==> config.mk <==
export PLATFORM = sky130hd
export DESIGN_NAME = demux_1x8
export DESIGN_NICKNAME = d
export VERILOG_FILES = /design/src/rtl/demux_pkg.sv /design/src/rtl/demux_1x2.sv /design/src/rtl/demux_1x8.sv
export SDC_FILE = /design/constraint.sdc
export NUM_CORES = 1
export LEC_CHECK = 0
export BUFFER_PORTS_ARGS = -buffer_cell sky130_fd_sc_hd__clkbuf_2
export CAP_MARGIN = 0
export CORE_AREA = 2 2 39 41
export DETAILED_ROUTE_END_ITERATION = 12
export DIE_AREA = 0 0 41 43
export PLACE_DENSITY_LB_ADDON = 0.05
export SLEW_MARGIN = 0
export SYNTH_ARGS = -nofsm -noshare
export SYNTH_HDL_FRONTEND = slang
export SYNTH_HIERARCHICAL = 1
export SYNTH_SLANG_ARGS = --single-unit
export TNS_END_PERCENT = 10
==> constraint.sdc <==
create_clock -name clk -period 1.6 [get_ports clk]
set_input_delay 0.24 -clock clk [delete_from_list [all_inputs] [get_ports clk]]
set_output_delay 0.24 -clock clk [all_outputs]
set_load 0.02 [all_outputs]
==> src/rtl/demux_pkg.sv <==
// Shared constants and types for the 1-to-8 demultiplexer tree.
// Output indices map a select value directly to its output port (0 -> A .. 7 -> H).
package demux_pkg;
   localparam int NUM_OUT = 8;
   localparam int SEL_W   = 3;

   typedef logic [SEL_W-1:0] sel_t;

   localparam int OUT_A = 0;
   localparam int OUT_B = 1;
   localparam int OUT_C = 2;
   localparam int OUT_D = 3;
   localparam int OUT_E = 4;
   localparam int OUT_F = 5;
   localparam int OUT_G = 6;
   localparam int OUT_H = 7;
endpackage

==> src/rtl/demux_1x2.sv <==
// Combinational 1-to-2 demultiplexer leaf: S=0 routes I to A, S=1 routes I to B.
// The unselected side is driven to zero.
module demux_1x2
   import demux_pkg::*;
#(
   parameter int WIDTH = 1
) (
   input  logic [WIDTH-1:0] I,
   input  logic             S,
   output logic [WIDTH-1:0] A,
   output logic [WIDTH-1:0] B
);
   assign A = S ? '0 : I;
   assign B = S ? I  : '0;
endmodule

==> src/rtl/demux_1x8.sv <==
// 1-to-8 demultiplexer built as a three-level tree of 1-to-2 stages, with an
// optional synchronous-reset output register selected by REG_OUT.
module demux_1x8
   import demux_pkg::*;
#(
   parameter int WIDTH   = 1,
   parameter bit REG_OUT = 1'b1
) (
   input  logic             clk,
   input  logic             rst,
   input  logic             en,
   input  logic [WIDTH-1:0] I,
   input  sel_t             S,
   output logic [WIDTH-1:0] A,
   output logic [WIDTH-1:0] B,
   output logic [WIDTH-1:0] C,
   output logic [WIDTH-1:0] D,
   output logic [WIDTH-1:0] E,
   output logic [WIDTH-1:0] F,
   output logic [WIDTH-1:0] G,
   output logic [WIDTH-1:0] H
);
   logic [WIDTH-1:0] root;
   logic [WIDTH-1:0] lvl1 [2];
   logic [WIDTH-1:0] lvl2 [4];
   logic [WIDTH-1:0] leaf [NUM_OUT];
   logic [WIDTH-1:0] q    [NUM_OUT];

   // Gating at the root means a disabled demux pushes zeros down every branch.
   assign root = en ? I : '0;

   demux_1x2 #(.WIDTH(WIDTH)) u_lvl1 (
      .I(root), .S(S[2]), .A(lvl1[0]), .B(lvl1[1])
   );

   for (genvar g = 0; g < 2; g++) begin : g_lvl2
      demux_1x2 #(.WIDTH(WIDTH)) u_dmx (
         .I(lvl1[g]), .S(S[1]), .A(lvl2[2*g]), .B(lvl2[2*g+1])
      );
   end

   for (genvar g = 0; g < 4; g++) begin : g_lvl3
      demux_1x2 #(.WIDTH(WIDTH)) u_dmx (
         .I(lvl2[g]), .S(S[0]), .A(leaf[2*g]), .B(leaf[2*g+1])
      );
   end

   if (REG_OUT) begin : g_reg
      always_ff @(posedge clk) begin
         for (int k = 0; k < NUM_OUT; k++) begin
            if (rst) q[k] <= '0;
            else     q[k] <= leaf[k];
         end
      end
   end else begin : g_comb
      // clk and rst have no role in the combinational variant.
      logic unused_clk_rst;
      assign unused_clk_rst = clk ^ rst;
      for (genvar k = 0; k < NUM_OUT; k++) begin : g_pass
         assign q[k] = leaf[k];
      end
   end

   assign A = q[OUT_A];
   assign B = q[OUT_B];
   assign C = q[OUT_C];
   assign D = q[OUT_D];
   assign E = q[OUT_E];
   assign F = q[OUT_F];
   assign G = q[OUT_G];
   assign H = q[OUT_H];
endmodule

# Yosys cells after proc, flatten, opt, wreduce, memory -nomap -nowiden

Memories as Yosys holds them, arrays and structs flattened.
Index checks and enable logic that the tools add are counted.

Input port bits: 7
Flip-flop bits (word level): 0
Memories: 1
Logic and storage cells: 35
Output and inout port bits: 8
RAM bits: 8

Bitwise gates (word level): 8
Muxes and demuxes: 26

Memories:

| name | words | width | read ports | clocked after memory_dff | write ports | RTL line        | text |
|---|---|---|---|---|---|---|---|
| q    | 8     | 1     | 8          | 0                        | 8           | demux_1x8.sv:27 | `logic [WIDTH-1:0] q [NUM_OUT];` |

Operators with widths:

| kind       | count |
|---|---|
| $mux 1     | 26 |
| $or 1x1->1 | 8 |

# Logic depth before layout (Yosys ltp)

Depth after elaboration: 5
Depth in mapped cells: 5
Depth with buffers taken out: 5

# Cells and area by module

Netlist, hierarchy kept.

Modules (own cells, without submodules):

| module    | sequential area each (um^2) | area each (um^2) | cells an instance | instances |
|---|---|---|---|---|
| demux_1x8 | 160.2                       | 216.5            | 17                | 1 |
| demux_1x2 | 0.0                         | 16.3             | 2                 | 7 |

# Worst setup path before layout

Ideal clock, no wire load.

Path type: input port to flip-flop
From: in en
To: mem q[0][0]
Stages on the path: 5
Required time: 1.486 ns
Arrival time: 1.022 ns
Setup slack: 0.464 ns
Library setup time: 0.114 ns
Buffers on the path: 0
Cell sequence: and2_1 and2b_2 and2b_2 and2b_2 nor2b_1

RTL lines:

| item        | RTL line        | text |
|---|---|---|
| from (decl) | demux_1x8.sv:11 | `input logic en,` |
| to (decl)   | demux_1x8.sv:27 |  |

==> key figures <==
Routing
  – Total routed wirelength: 513 um
  – DRC Markers: 0
  – Vias: 235
  – WL/cell: 8.02 um
  – Starting DRC count in detailed routing: 0
  – Total iterations of the first detailed-routing run: 1
  – Post-route ant nets: 0
  – Routed via count divided by cell count: 3.67

Critical path
  – Crit path max fanout: 2
  – CP endpoint kind: flip-flop
  – CP required: 1.73 ns
  – Crit start category: input pin
  – Most used cell, CP: and2b_2
  – Critical Path Max Stage Delay: 0.19 ns
  – Worst EP arrival: 1.13 ns
  – Slowest CP cell: and2b_2
  – Critical path class: in -> reg
  – CP cell instances: clkbuf_2, and2_1, and2b_2, and2b_2, and2b_2, nor2b_1

Timing
  – Hold Fails Final Rpt: 0
  – Final Setup Violations: 0
  – RSZ-0062 raised after global routing: false
  – Final period util: 62.2%
  – Max Clock Freq: 1.00 GHz
  – Relative slew margins: 91.2%
  – TNS Setup: 0 ns
  – Final setup margin: 0.605 ns
  – WHS: 0.254 ns
  – Slew Viols, Final: 0
  – Period minus WS final: 0.995 ns
  – Worst Tran Pin Value: 0.132 ns

Yosys
  – Cells after synthesis: 31
  – FFs w/ async S/R, synth: 0%
  – Synth area leader: dfxtp_1
  – Synthesized cell area: 330 um^2
  – Main flop type after synthesis: dfxtp_1
  – Post-synth EDFFs: 0
  – Yosys warning count: 6
  – Synth cell count leaders: dfxtp_1 (8), nor2b_1 (8), and2_2 (7), and2b_2 (7), and2_1 (1)
  – Number of distinct library cells after synthesis: 5
  – Syn Area/Cell: 10.7 um^2
  – Yosys top cell area share: 48.5%
  – Mapped Nets: 38
  – Seq cells post-synth: 8
  – Largest cells by area after synthesis: dfxtp_1 (48%), and2b_2 (19%), and2_2 (16%), nor2b_1 (15%), and2_1 (1.9%)
  – Register area share after synthesis: 48.5%

Finish
  – Fin util: 32.0%
  – Post-route cell area: 443 um^2
  – Largest register FFs: 8
  – Largest regs: q (8)
  – Layout cells sized above 1: 64.6%
  – Final non-filler cell total: 64
  – Most flop-heavy register: q
  – Area Growth Syn to Fin: 34.1%
  – Final #Nets: 57
  – # diodes: 0

Floorplan
  – Die width: 41 um
  – Std cell rows: 14
  – Core box area: 0.00138 mm^2
  – Die ar.: 0.00176 mm^2
  – Chip Height: 43 um
  – Starting Density: 23.9%
  – Top-Level Pins: 15

Clock network
  – Clock Tree Root: clkbuf_4
  – Resized cells post-CTS: 0
  – Num Clock Sinks: 8
  – Cts hold-fix bufs: 0
  – # Post-CTS Setup Buffers: 0
  – Cts bufs inserted: 3
  – H-tree depth: 1
  – Clk slew on worst S/H paths: 0.05 ns
  – CTS tree: built
  – Longest Clk Path Bufs: 2

Power and ir drop
  – Total power: 0.371 mW
  – Power Density: 838 mW/mm^2
  – Peak supply drop: 0.179 mV
  – Leak Pwr: 0.228 nW

GRT
  – GRT Residual Overflow: 0
  – Initial antenna violation count: 0
  – First-pass GRT wire length: 648 um
  – Vias in the first global route: 207
  – Tot GR Track Use: 6.02%
  – Largest net degree at the start of global routing: 9

Status
  – Status: finished clean

Placement
  – DP Area: 420 um^2
  – Port buffer count: 14
  – Placed insts: 61
  – DP Worst Slack: 0.341 ns
  – Gpl congestion: 0.613

Flow run
  – Max-cap viol count: 0

Hold path
  – Hold WC Path Type: in -> reg
[layout by cell type (no fill, tap or decap), drive strengths merged]
cell	count
and2	8
and2b	7
clkbuf	17
dfxtp	8
nor2b	8
[worst max-delay path: cells and delay by family]
family	cells	cell delay [ns]
AND/OR/NAND/NOR	5	0.83
buffers and inverters	1	0.07
[final timing paths]
check	start	endpoint	slack [ns]	cells after the start
max	en	q[0][0]$_SDFF_PP0_	0.60	6
min	rst	q[1][1]$_SDFF_PP0_	0.25	2
[cell families (layout without fill, tap and decap cells)]
| kind of cell | after synthesis | count (layout) | share of synthesized area (%) |
|---|---|---|---|
| buffers and inverters | 0 | 17 | 0 |
| flip-flops | 8 | 8 | 48.5 |
| AND/OR/NAND/NOR | 23 | 23 | 51.5 |
[layer usage]
layer / vias to the layer above / part of all wire, % / track usage, %
met5: - / 0 / 0
met4: 0 / 0 / 8.00
met3: 0 / 12 / 1.57
met2: 14 / 50 / 9.38
met1: 92 / 38 / 4.82
li1: 129 / - / -
[power breakdown]
group | internal (mW) | switching, mW
sequential | 0.202 | 0.000488
combinational | 0.0154 | 0.0122
clock | 0.0850 | 0.0562
total | 0.302 | 0.0689
[layout make-up]
cell class / count / area, um^2
repair buffers: 14 / 70.1
multi-input cells: 23 / 170
fillers: 156 / 941
clock buffers: 3 / 22.5
well taps: 16 / 20.0
flip-flops and latches: 8 / 160
Note: power is estimated with default switching activity, not from simulation.
